<file path="src/rtl/sequencer.sv">
// sequencer: multi-cycle fetch/decode/execute control unit with run/pause, halt and retired-instruction counter
module sequencer #(
    parameter int WORD_W = 8,
    parameter int OP_W   = 3
) (
    input  logic              clock,
    input  logic              reset,
    input  logic              run,
    input  logic [OP_W-1:0]   op,
    input  logic              z_flag,
    output logic              PC_bus,
    output logic              load_PC,
    output logic              INC_PC,
    output logic              load_MAR,
    output logic              Addr_bus,
    output logic              load_IR,
    output logic              MDR_bus,
    output logic              load_MDR,
    output logic              ACC_bus,
    output logic              load_ACC,
    output logic [1:0]        alu_op,
    output logic              CS,
    output logic              R_NW,
    output logic              halted,
    output logic [WORD_W-1:0] instr_count
);
    typedef enum logic [2:0] {PAUSE, F0, F1, F2, D0, X0, X1, HLT} state_t;

    localparam logic [OP_W-1:0] OP_STORE = OP_W'(1);
    localparam logic [OP_W-1:0] OP_ADD   = OP_W'(2);
    localparam logic [OP_W-1:0] OP_SUB   = OP_W'(3);
    localparam logic [OP_W-1:0] OP_BNE   = OP_W'(4);
    localparam logic [OP_W-1:0] OP_HALT  = OP_W'(7);

    state_t          state;
    logic [OP_W-1:0] op_q;
    logic            is_mem;
    logic            is_halt;
    logic            done;
    logic            st_store;

    assign is_mem   = op <= OP_SUB;
    assign is_halt  = op == OP_HALT;
    // An instruction retires leaving X1, or leaving D0 when it has no execute phase
    assign done     = state == X1 || (state == D0 && !is_mem && !is_halt);
    assign st_store = op_q == OP_STORE;

    always_ff @(posedge clock or posedge reset) begin
        if (reset) begin
            state       <= PAUSE;
            op_q        <= '0;
            instr_count <= '0;
        end else begin
            case (state)
                PAUSE:   state <= run ? F0 : PAUSE;
                F0:      state <= F1;
                F1:      state <= F2;
                F2:      state <= D0;
                D0: begin
                    op_q  <= op;
                    state <= is_mem ? X0 : is_halt ? HLT : run ? F0 : PAUSE;
                end
                X0:      state <= X1;
                X1:      state <= run ? F0 : PAUSE;
                default: state <= HLT;
            endcase
            if (done) instr_count <= instr_count + WORD_W'(1);
        end
    end

    // Strobes are decoded from state; the BNE load_PC in D0 follows z_flag combinationally
    assign PC_bus   = state == F0;
    assign INC_PC   = state == F0;
    assign load_PC  = state == F0 || (state == D0 && op == OP_BNE && !z_flag);
    assign load_MAR = state == F0 || state == D0;
    assign Addr_bus = state == D0;
    assign load_IR  = state == F2;
    assign MDR_bus  = state == F2 || (state == X1 && !st_store);
    assign load_ACC = state == X1 && !st_store;
    assign ACC_bus  = state == X0 && st_store;
    assign load_MDR = state == X0 && st_store;
    assign CS       = state == F1 || (state == X0 && !st_store) || (state == X1 && st_store);
    assign R_NW     = !(state == X1 && st_store);
    assign alu_op   = state != X1 ? 2'b00 : op_q == OP_ADD ? 2'b01 : op_q == OP_SUB ? 2'b10 : 2'b00;
    assign halted   = state == HLT;
endmodule

</file>
<file path="config.mk">
export PLATFORM = sky130hd
export DESIGN_NAME = sequencer
export DESIGN_NICKNAME = d
export VERILOG_FILES = /design/src/rtl/sequencer.sv
export SDC_FILE = /design/constraint.sdc
export NUM_CORES = 1
export LEC_CHECK = 0
export CAP_MARGIN = 15
export CELL_PAD_IN_SITES_DETAIL_PLACEMENT = 2
export CELL_PAD_IN_SITES_GLOBAL_PLACEMENT = 2
export CORE_ASPECT_RATIO = 1.1
export CORE_MARGIN = 3
export CORE_UTILIZATION = 26
export CTS_BUF_LIST = sky130_fd_sc_hd__clkbuf_8
export CTS_CLUSTER_SIZE = 8
export DETAILED_ROUTE_END_ITERATION = 8
export GPL_TIMING_DRIVEN = 1
export HOLD_SLACK_MARGIN = 0.02
export PLACE_DENSITY = 0.86
export SYNTH_ARGS = -nofsm -noshare
export SYNTH_HDL_FRONTEND = slang
export SYNTH_SLANG_ARGS = --single-unit
export TNS_END_PERCENT = 100
</file>
<file path="constraint.sdc">
create_clock -name clock -period 2 [get_ports clock]
set_clock_uncertainty 0.15 [all_clocks]
set_input_delay 0.4 -clock clock [delete_from_list [all_inputs] [get_ports clock]]
set_output_delay 0.4 -clock clock [all_outputs]
set_load 0.01 [all_outputs]
</file>
# Yosys cells after proc, flatten, opt, wreduce, memory -nomap -nowiden
# Index checks and enable logic that the tools add are counted.
dict set report classes {
  addsub 1
  order_cmp 1
  n_eq_ne 13
  n_mux 7
  reduce_logical 21
}
# op count
set ops {}
lappend ops {{== test 3 bit, second input constant} 6}
lappend ops {{case mux 3 bit (6 select lines)} 1}
lappend ops {{== test 3 x 2 -> 1 bit, second input constant} 4}
lappend ops {{adder 8 x 1 -> 8 bit, second input constant} 1}
lappend ops {{logical AND 1 bit} 8}
lappend ops {{== test 3 x 1 -> 1 bit, second input constant} 2}
lappend ops {{logical OR 1 bit} 6}
lappend ops {{2-to-1 mux 2 bit} 3}
lappend ops {{2-to-1 mux 3 bit} 2}
lappend ops {{zero test 1 bit} 5}
lappend ops {{<= comparator 3 x 2 -> 1 bit, second input constant} 1}
lappend ops {{zero test 3 bit} 1}
lappend ops {{!= test 3 bit, second input constant} 1}
lappend ops {{OR reduction 2 bit} 1}
lappend ops {{2-to-1 mux 1 bit} 1}
dict set report totals {
  reg_bits 14
  out_inout_bits 23
  wordCells 46
}

# Longest topological paths before layout
dict set report depth {
  depth_word 5
  ltp_mapped 6
}

# Worst setup path after synthesis
# Ideal clock, no wire load.
dict set report synth_timing {
  kind {register to output}
  from {register state[1]}
  to {output port load_MDR}
  t_arrival_ps 1285
  path_slack_ps 165
  path_stages_with_launch 5
  path_buffers 2
  cell_sequence {dfrtp_1 > buf_2 > nand2b_1 > nor3_1 > buf_4}
}
dict set report synth_via {
  elab_chain_cells 2
}
# element line_no
set synth_rtl {}
lappend synth_rtl {{start, declared} 35} ;# state_t state;
lappend synth_rtl {{start signal, assigned} 55} ;# PAUSE: state <= run ? F0 : PAUSE;
lappend synth_rtl {{start signal, assigned} 61} ;# state <= is_mem ? X0 : is_halt ? HLT : run ? F0 : PAUSE;
lappend synth_rtl {{start signal, assigned} 64} ;# X1: state <= run ? F0 : PAUSE;
lappend synth_rtl {{== test 3 bit} --}
lappend synth_rtl {{logical AND 1 bit} --}
lappend synth_rtl {{end, declared} 18} ;# output logic load_MDR,
# No other way between the ends.

# Final worst setup path
dict set report layout_timing {
  from {register state[1]}
  to {output port load_MAR}
}
dict set report layout_via {
  elab_chain_cells 2
  word_cells_on_any_way 3
}
# element line_no
set layout_rtl {}
lappend layout_rtl {{== test 3 x 1 -> 1 bit or == test 3 bit (tied branches)} 75} ;# assign load_MAR = state == F0 || state == D0;
lappend layout_rtl {{logical OR 1 bit (*)} 75}
lappend layout_rtl {{end, declared} 14} ;# output logic load_MAR,
# Every way passes the cells marked *; elsewhere a longest branch is shown, timed or not.

==> summary.txt <==
Die W -> 58.96 µm
Register share of total power -> 26.9%
Final HPWL DP -> 1.945 mm
Largest net degree at the start of global routing -> 15
Area occupied by multi-input gates -> 441.7 µm²
Die H -> 64.25 µm
Core Util, Final -> 47.06%
Post-synth ARST share -> 100.0%
Vias per cell -> 4.773
Final hold viol count -> 0
Result of the run -> finished, final reports clean
Top_reg_cell synth -> dfrtp_1
Number of global-route vias before repair -> 876
Worst Max-Slew Pin Slew -> 0.5447 ns
TritonCTS Sinks -> 14
DRC violation total after the first TritonRoute iteration -> 3
First-pass GRT wire length -> 4.202 mm
Hold buffer count at CTS -> 0
Reg clk slew, reported paths -> 0.06 ns
Inst Count DP -> 153
Startpoint class of the critical path -> register
Flop2flop setup slack -> 0.33 ns
Rel. slew slack -> 63.64%
Die area -> 3788 µm²
Cell variety after synth -> 28
Final setup vio count -> 0
Worst skew pair latency -> 0.24 ns
FF+latch area -> 354.1 µm²
Top cell type's share of synthesized area -> 43.68%
Placement Setup Slack -> -0.4210 ns
Number of enable flip-flop cells after synthesis -> 0
I/O pins -> 30
Hold Crit Class -> reg -> reg
Clock power frac -> 12.8%
H-tree depth -> 1
Warning count from the yosys run -> 0
Setup ws final -> 0.05733 ns
Combinational fraction of design power -> 60.3%
Maximum clock rate -> 514.8 MHz
Starting density of the core -> 28.11%
Grt ovf -> 0
Number of fill cells in the layout -> 301
Wire length per cell -> 15.77 µm
NetSw -> 793.7 µW
DRC viols -> 0
Row cnt -> 20
Worst VDD drop -> 0.0006625 V
Netlist Area Pre-Place -> 802.0 µm²
CTS Buf Count -> 3
Post-DRT Antenna Nets -> 0
Leading area contributor after synthesis -> dfrtp_1
Net Sw Frac -> 37.85%
Crit. End Element -> primary output
Int Power -> 1303 µW
Seq/Total Area, Yosys -> 43.68%
Syn Area/Cell -> 9.901 µm²
Worst-path maximum fanout -> 10
Nets -> 139
Buffers added on ports -> 29
Setup TNS -> 0 ns
DR vias -> 778
GP Congestion -> 0.7319
WS Path Type -> reg -> out
Ant. Diodes -> 0
Fin crit share -> 97.13%
Post-route minimum period -> 1.943 ns
Synthesized instance count -> 81
Area growth syn-to-layout -> 67.40%
Worst EP required -> 1.45 ns
Yosys reg bits -> 14
Layout cells sized above 1 -> 40.00%
Synth top area cells -> dfrtp_1 44%, xnor2_1 6.6%, mux2_2 5.6%
Tot GR Track Use -> 14.56%
Pleak -> 0.0006657 µW
Synth Net Count -> 89
Antenna violations before repair -> 0
Maximum clock path buffer count -> 2
Core area -> 2853 µm²
Fin. max-slew vios -> 0
Non-Filler Instances -> 163
TritonRoute pass-1 iters -> 3
Final wirelength -> 2.570 mm
Max-cap violations -> 0
Crit path DAT -> 1.39 ns
CTS tree -> built
Power per cell area -> 1562 nW/µm²
Root Driver -> clkbuf_8
[power groups by stage]
stage	logic [µW]	clock network (µW)	registers (µW)
2_1_floorplan	574	0	510
3_3_place_gp	1100	0	534
3_5_place_dp	1150	0	549
4_1_cts	1190	282	550
5_1_grt	1390	295	585
6_report	1260	269	564
[layout by cell type (no fill, tap or decap), drive strengths merged, types with 3 or more instances in the layout]
master	n
and3	4
buf	25
clkbuf	7
clkdlybuf4s15	3
clkdlybuf4s50	12
dfrtp	14
dlygate4sd2	7
inv	3
mux2	4
nand2	6
nand2b	5
nand4	5
nor2	10
o21ai	4
xnor2	6
[layout make-up]
cell class,count,area share (%)
inverters,3,0.8388
repair buffers,51,32.71
flip-flops and latches,14,26.37
clock buffers,4,4.101
well taps,33,3.075
multi-input cells,58,32.90
[worst max-delay path: stages (launching register included)]
cell	delay (ns)
dfrtp_2	0.43
buf_12	0.15
nor2_2	0.11
nand2_1	0.11
o21ai_0	0.10
clkdlybuf4s15_2	0.25
[per-layer routing]
layer	track usage [%]	vias up	routed length, µm
met4	5.099	0	4
met5	0	-	0
met2	27.35	26	1413
met3	1.616	2	131
met1	16.29	379	1021
li1	-	371	-
[kinds of logic after synthesis]
group	count (synthesis)	share of synthesized area (%)
AOI/OAI and AO/OA	9	7.333
buffers and inverters	9	7.331
and+or+nand+nor	36	25.58
muxes	5	6.864
xor gates and xnor gates	7	7.644
DFF	14	43.68
adders and majority gates	1	1.560
[per-stage QoR]
step	hold WS [ns]	total power, µW	area (µm²)
after CTS	0.3321	2022	1310
after global placement	0.3156	1629	1219
final	0.3297	2097	1343
after global routing	0.3414	2269	1343
after floorplan	0.1392	1084	802.0
after detailed placement	0.3230	1700	1219
[registers in the layout, indices dropped and copies added (netlist names)]
signal       flops
op_q             3
state            3
instr_count      8
[cell usage after synthesis, drive strengths merged (3+ instances only)]
cell type / number
dfrtp: 14
nor2: 10
buf: 6
nand2: 6
xnor2: 6
nand2b: 5
nand4: 5
and3: 4
mux2: 4
o21ai: 4
inv: 3
[worst paths after layout]
check	from	endpoint	depth (start not counted)
worst max-delay path	state[1]	load_MAR	5
worst min-delay path	instr_count[7]	instr_count[7]	1
worst max register to register	state[0]	op_q[0]	6
worst min register to register	instr_count[7]	instr_count[7]	1
max in group asynchronous	reset	state[0]	2
min in group asynchronous	reset	instr_count[7]	2
[timing repair]
item | CTS | global route
gates resized for setup | 36 | 14
pin swaps | 2 | 5
endpoints found under the setup margin | 15 | 11
gates cloned | 0 | 0
buffers inserted | 4 | 2
hold endpoints to repair | 0 | 0
(Power assumes the default switching activity.)
